[src/rtl/ram_fifo_ctrl.sv]
// FIFO controller in front of a single-port synchronous RAM, with a 2-entry output queue hiding read latency.
// Optional high-watermark output enabled by defining RAM_FIFO_CTRL_PEAK_EN.
module ram_fifo_ctrl #(
    parameter int DATA_WIDTH = 8,
    parameter int ADDR_WIDTH = 4
) (
    input  logic                  clk,
    input  logic                  rst_n,
    input  logic                  in_valid,
    output logic                  in_ready,
    input  logic [DATA_WIDTH-1:0] in_data,
    output logic                  out_valid,
    input  logic                  out_ready,
    output logic [DATA_WIDTH-1:0] out_data,
    output logic                  ram_we,
    output logic [ADDR_WIDTH-1:0] ram_addr,
    output logic [DATA_WIDTH-1:0] ram_din,
    input  logic [DATA_WIDTH-1:0] ram_dout,
    output logic [ADDR_WIDTH+1:0] count,
    output logic                  empty,
    output logic                  full
`ifdef RAM_FIFO_CTRL_PEAK_EN
    ,
    input  logic                  peak_clr,
    output logic [ADDR_WIDTH+1:0] peak
`endif
);

    localparam int DEPTH = 2 ** ADDR_WIDTH;
    localparam logic [ADDR_WIDTH:0] MEM_FULL = (ADDR_WIDTH + 1)'(DEPTH);

    logic [ADDR_WIDTH-1:0] wr_ptr;
    logic [ADDR_WIDTH-1:0] rd_ptr;
    logic [ADDR_WIDTH:0]   mem_cnt;
    logic                  rd_inflight;
    logic [1:0]            oq_cnt;
    logic [DATA_WIDTH-1:0] oq0;
    logic [DATA_WIDTH-1:0] oq1;

    logic                  pop;
    logic [2:0]            slots_used;
    logic                  mem_full;
    logic                  rd_issue;
    logic                  wr;
    logic [1:0]            tail;
    logic [1:0]            oq_cnt_nxt;
    logic [DATA_WIDTH-1:0] oq0_nxt;
    logic [DATA_WIDTH-1:0] oq1_nxt;

    assign pop        = out_valid && out_ready;
    assign slots_used = {1'b0, oq_cnt} + {2'b00, rd_inflight} - {2'b00, pop};
    assign mem_full   = (mem_cnt == MEM_FULL);

    // A read only wins the port when the out queue would otherwise drain, or the RAM cannot take a write.
    assign rd_issue = (mem_cnt != '0) && (slots_used < 3'd2) &&
                      ((slots_used == 3'd0) || !in_valid || mem_full);
    assign in_ready = rst_n && !mem_full && !rd_issue;
    assign wr       = in_valid && in_ready;

    assign ram_we   = wr;
    assign ram_addr = rd_issue ? rd_ptr : wr_ptr;
    assign ram_din  = in_data;

    assign out_valid = (oq_cnt != 2'd0);
    assign out_data  = oq0;

    assign count = {1'b0, mem_cnt} + {{(ADDR_WIDTH + 1){1'b0}}, rd_inflight}
                 + {{ADDR_WIDTH{1'b0}}, oq_cnt};
    assign empty = (count == '0);
    assign full  = mem_full;

    assign tail       = oq_cnt - {1'b0, pop};
    assign oq_cnt_nxt = oq_cnt + {1'b0, rd_inflight} - {1'b0, pop};

    // Shift on pop first, then land the returning RAM word at the post-pop tail so order is kept.
    always_comb begin
        oq0_nxt = oq0;
        oq1_nxt = oq1;
        if (pop) begin
            oq0_nxt = oq1;
        end
        if (rd_inflight) begin
            if (tail == 2'd0) begin
                oq0_nxt = ram_dout;
            end else begin
                oq1_nxt = ram_dout;
            end
        end
    end

    always_ff @(posedge clk or negedge rst_n) begin
        if (!rst_n) begin
            wr_ptr      <= '0;
            rd_ptr      <= '0;
            mem_cnt     <= '0;
            rd_inflight <= 1'b0;
            oq_cnt      <= 2'd0;
            oq0         <= '0;
            oq1         <= '0;
        end else begin
            if (wr) begin
                wr_ptr  <= wr_ptr + ADDR_WIDTH'(1);
                mem_cnt <= mem_cnt + (ADDR_WIDTH + 1)'(1);
            end else if (rd_issue) begin
                mem_cnt <= mem_cnt - (ADDR_WIDTH + 1)'(1);
            end
            if (rd_issue) begin
                rd_ptr <= rd_ptr + ADDR_WIDTH'(1);
            end
            rd_inflight <= rd_issue;
            oq_cnt      <= oq_cnt_nxt;
            oq0         <= oq0_nxt;
            oq1         <= oq1_nxt;
        end
    end

`ifdef RAM_FIFO_CTRL_PEAK_EN
    always_ff @(posedge clk or negedge rst_n) begin
        if (!rst_n) begin
            peak <= '0;
        end else if (peak_clr) begin
            peak <= '0;
        end else if (count > peak) begin
            peak <= count;
        end
    end
`endif

endmodule

[config.mk]
export PLATFORM = sky130hd
export DESIGN_NAME = ram_fifo_ctrl
export DESIGN_NICKNAME = d
export VERILOG_FILES = /design/src/rtl/ram_fifo_ctrl.sv
export SDC_FILE = /design/constraint.sdc
export NUM_CORES = 1
export LEC_CHECK = 0
export BUFFER_PORTS_ARGS = -buffer_cell sky130_fd_sc_hd__buf_4
export CAP_MARGIN = 20
export CORE_MARGIN = 2
export CORE_UTILIZATION = 54
export CTS_BUF_LIST = sky130_fd_sc_hd__clkbuf_8
export CTS_CLUSTER_SIZE = 8
export DETAILED_ROUTE_END_ITERATION = 7
export PLACE_DENSITY = 0.82
export SYNTH_ARGS = -nofsm -noshare
export SYNTH_HDL_FRONTEND = slang
export SYNTH_SLANG_ARGS = --single-unit
[constraint.sdc]
create_clock -name clk -period 3.9 [get_ports clk]
set_clock_uncertainty 0.2 [all_clocks]
set_input_delay 0.39 -clock clk [delete_from_list [all_inputs] [get_ports clk]]
set_output_delay 0.39 -clock clk [all_outputs]
set_load 0.02 [all_outputs]
==> flow_metrics.tcl <==
set metrics [dict create \
    synth_edf_count 0 \
    layout-drive-gt1-share_pct 30.8 \
    synthTopCellsByArea "dfrtp_1 (44%), mux2_1 (5.5%), ha_1 (5.5%)" \
    power.density_mw_per_mm2 1090 \
    synth_cells 159 \
    synth-compound-area-share_pct 7.71 \
    initial_core_util_pct 55.4 \
    die_y_um 62.3 \
    whs_ns 0.143 \
    syn-num-nets 191 \
    dp_worst_setup_slack_ns 0.193 \
    period_share_pct 93.5 \
    slew_violations 0 \
    cts_tree "done" \
    first_global_vias 1405 \
    io_pins 51 \
    vias_per_cell 5.41 \
    grt-ovfl-total 0 \
    crit_buf_inv 1 \
    io_buffers 34 \
    synth_mux_area_share_pct 15.3 \
    pwr-share-comb_pct 59.2 \
    cts_setup_buffers 0 \
    antenna_left 0 \
    finalCriticalPeriod_ns 3.65 \
    peakVddDrop_mv 0.635 \
    wire_per_inst_um 14.8 \
    grt_antenna_before_repair 0 \
    final.setup.worst_slack_ns 0.253 \
    core_area_mm2 0.00331 \
    synth_xor_area_share_pct 6.21 \
    numCtsBuffers 5 \
    pwr-share-seq_pct 27.7 \
    netlist_area_mm2 0.00183 \
    drv_cap 0 \
    drc 0 \
    htreeDepth 2 \
    vias 1305 \
    setup_tns_ns 0 \
    register_area_um2 801 \
    clock-sinks 32 \
    nNetsFinal 226 \
    totalWireLength_mm 3.56 \
    cp_top_family "adder cells" \
    cp_cell_sequence "nand3b_1 -> o21ai_0 -> ha_1 -> fa_1 -> xnor2_1 -> nor4_2 -> nor2_1 -> inv_1 -> fa_1 -> a21o_1 -> a21o_1 -> or4_1 -> nand4bb_1" \
    maxSlewHeadroom_pct 47.0 \
    hold_buffers 1 \
    tightestPinTransition_ns 0.789 \
    rows 21 \
    async_reset_ff_share_pct 100 \
    dpl.hpwl_mm 2.72 \
    finalSetupViolCount 0 \
    start_kind "register" \
    hold_viol 0 \
    grt_pass1_wl_mm 6.33 \
    leakage_nw 1.07 \
    yosys-top-cells-count "dfrtp_1 (32), a21oi_1 (10), nor2_1 (10)" \
    hold_class "input port to register" \
    synthSimpleGateAreaFrac_pct 11.5 \
    path_class "register to register" \
    multi_input_area_um2 928 \
    dieArea_mm2 0.00388 \
    ys_ff_latch 32 \
    synthAdderAreaFrac_pct 9.82 \
    yosysSeqAreaShare_pct 43.7 \
    antennaDiodeCount 0 \
    yosysMostFrequentCell "dfrtp_1" \
    cp_max_fo 5 \
    clk_path_buf_depth 2 \
    die_w_um 62.3 \
    max_freq_mhz 274 \
    postLayoutCoreUtil_pct 67.3 \
    crit_path_end_kind "register" \
    post_cts_resized 0 \
    synth_largest_area_cell "dfrtp_1" \
    synth_ff_type "dfrtp_1" \
    path_clk_slew_ns 0.07 \
    synth_top_cell_area_share_pct 43.7 \
    synth_top_family_by_area "multiplexers" \
    synth.distinct_cells 36 \
    syn_avg_cell_area_um2 11.5 \
    grt_start_max_net_pins 34 \
    rsz0062_at_grt "no" \
    cts-root-buf "clkbuf_8" \
    pwr-share-clk_pct 13.1 \
    p_int_w 0.00137 \
    area_growth_pct 21.4 \
    grt_usage_pct 20.6 \
    p_sw_share_pct 43.7 \
    fillers 286 \
    arrival_ns 3.67 \
    drt-initial-drc-count 31 \
    slowest_stage "fa_1" \
    outcome "finished clean" \
    dr.pass1.iters 4 \
    globalplace.congestion 0.765 \
    ys.warnings.count 0 \
    clock_latency_ns 0.29 \
    slowest_delay_ns 0.47 \
    switchingPower_w 0.00106 \
    cp.required_ns 3.92 \
]
## routing by layer
metal	vias to the layer above	GRT usage (%)	share of wire, %
li1	617	-	-
met1	646	23.8	41
met2	34	36.0	53
met3	8	6.16	5.1
met4	0	7.78	1.1
met5	-	0	0
## final timing paths
| kind | depth (start not counted) | startpoint | end | slack, ns |
|---|---|---|---|---|
| max | 13 | oq_cnt[1] | mem_cnt[4] | 0.25 |
| min | 2 | ram_dout[7] | oq1[7] | 0.14 |
| max reg2reg | 13 | oq_cnt[1] | mem_cnt[4] | 0.25 |
| min reg2reg | 1 | rd_ptr[3] | rd_ptr[3] | 0.28 |
| max in group asynchronous | 3 | rst_n | out_data[0] | 2.74 |
| min in group asynchronous | 3 | rst_n | mem_cnt[2] | 0.46 |
## flip-flops by register name, summed over array words and instances (netlist names)
register	cells
oq1	8
out_data	8
mem_cnt	5
rd_ptr	4
wr_ptr	4
oq_cnt	2
rd_inflight	1
## cell type report
type	count	share of cell area, %
multi-input combinational	107	41.7
tap	46	2.58
clock inverter	3	1.91
timing repair buffer	39	13.3
clock buffer	5	3.09
inverter	9	1.52
sequential	32	36.0
## cells in the final DEF (no fill, tap or decap), types with 2 or more instances in the layout
cell / count
buf_4: 38
dfrtp_1: 32
nor2_1: 10
a21oi_1: 10
inv_1: 9
mux2i_1: 9
mux2_1: 9
xor2_1: 8
mux2_2: 8
ha_1: 8
xnor2_1: 5
clkbuf_8: 5
nand2_1: 4
a21o_1: 4
fa_1: 4
nor3b_1: 3
nor3_1: 3
o21ai_0: 2
or2_2: 2
nand3_1: 2
## worst reg2reg max path: cells and delay by family, from the launching register on
kind	cells	cell delay (ns)
fa+ha+maj	3	1.08
simple gates	5	0.96
buf+inv	1	0.14
compound gates	3	0.56
flops	1	0.43
xor+xnor	1	0.22
## stage by stage
step / total power (W) / cells / area, µm²
floorplan: 0.00164 / 159 / 1830
global placement: 0.00203 / 231 / 2100
detailed placement: 0.00212 / 231 / 2100
CTS: 0.00245 / 240 / 2220
global route: 0.00262 / 241 / 2230
finish: 0.00243 / 241 / 2230
## cells by family after synthesis
logic type      count (synthesis)
buf+inv                        20
simple gates                   34
xor+xnor                       13
compound gates                 22
fa+ha+maj                      12
mux                            26
flops                          32
## power groups by stage
stage               clock [W]  combinational (W)  sequential, W
CTS                  0.000325            0.00145       0.000672
detailed placement          0            0.00144       0.000678
floorplan                   0           0.000958       0.000685
finish               0.000319            0.00144       0.000673
global route         0.000343            0.00158       0.000700
global placement            0            0.00137       0.000664
Note: power is estimated with default switching activity, not from simulation.
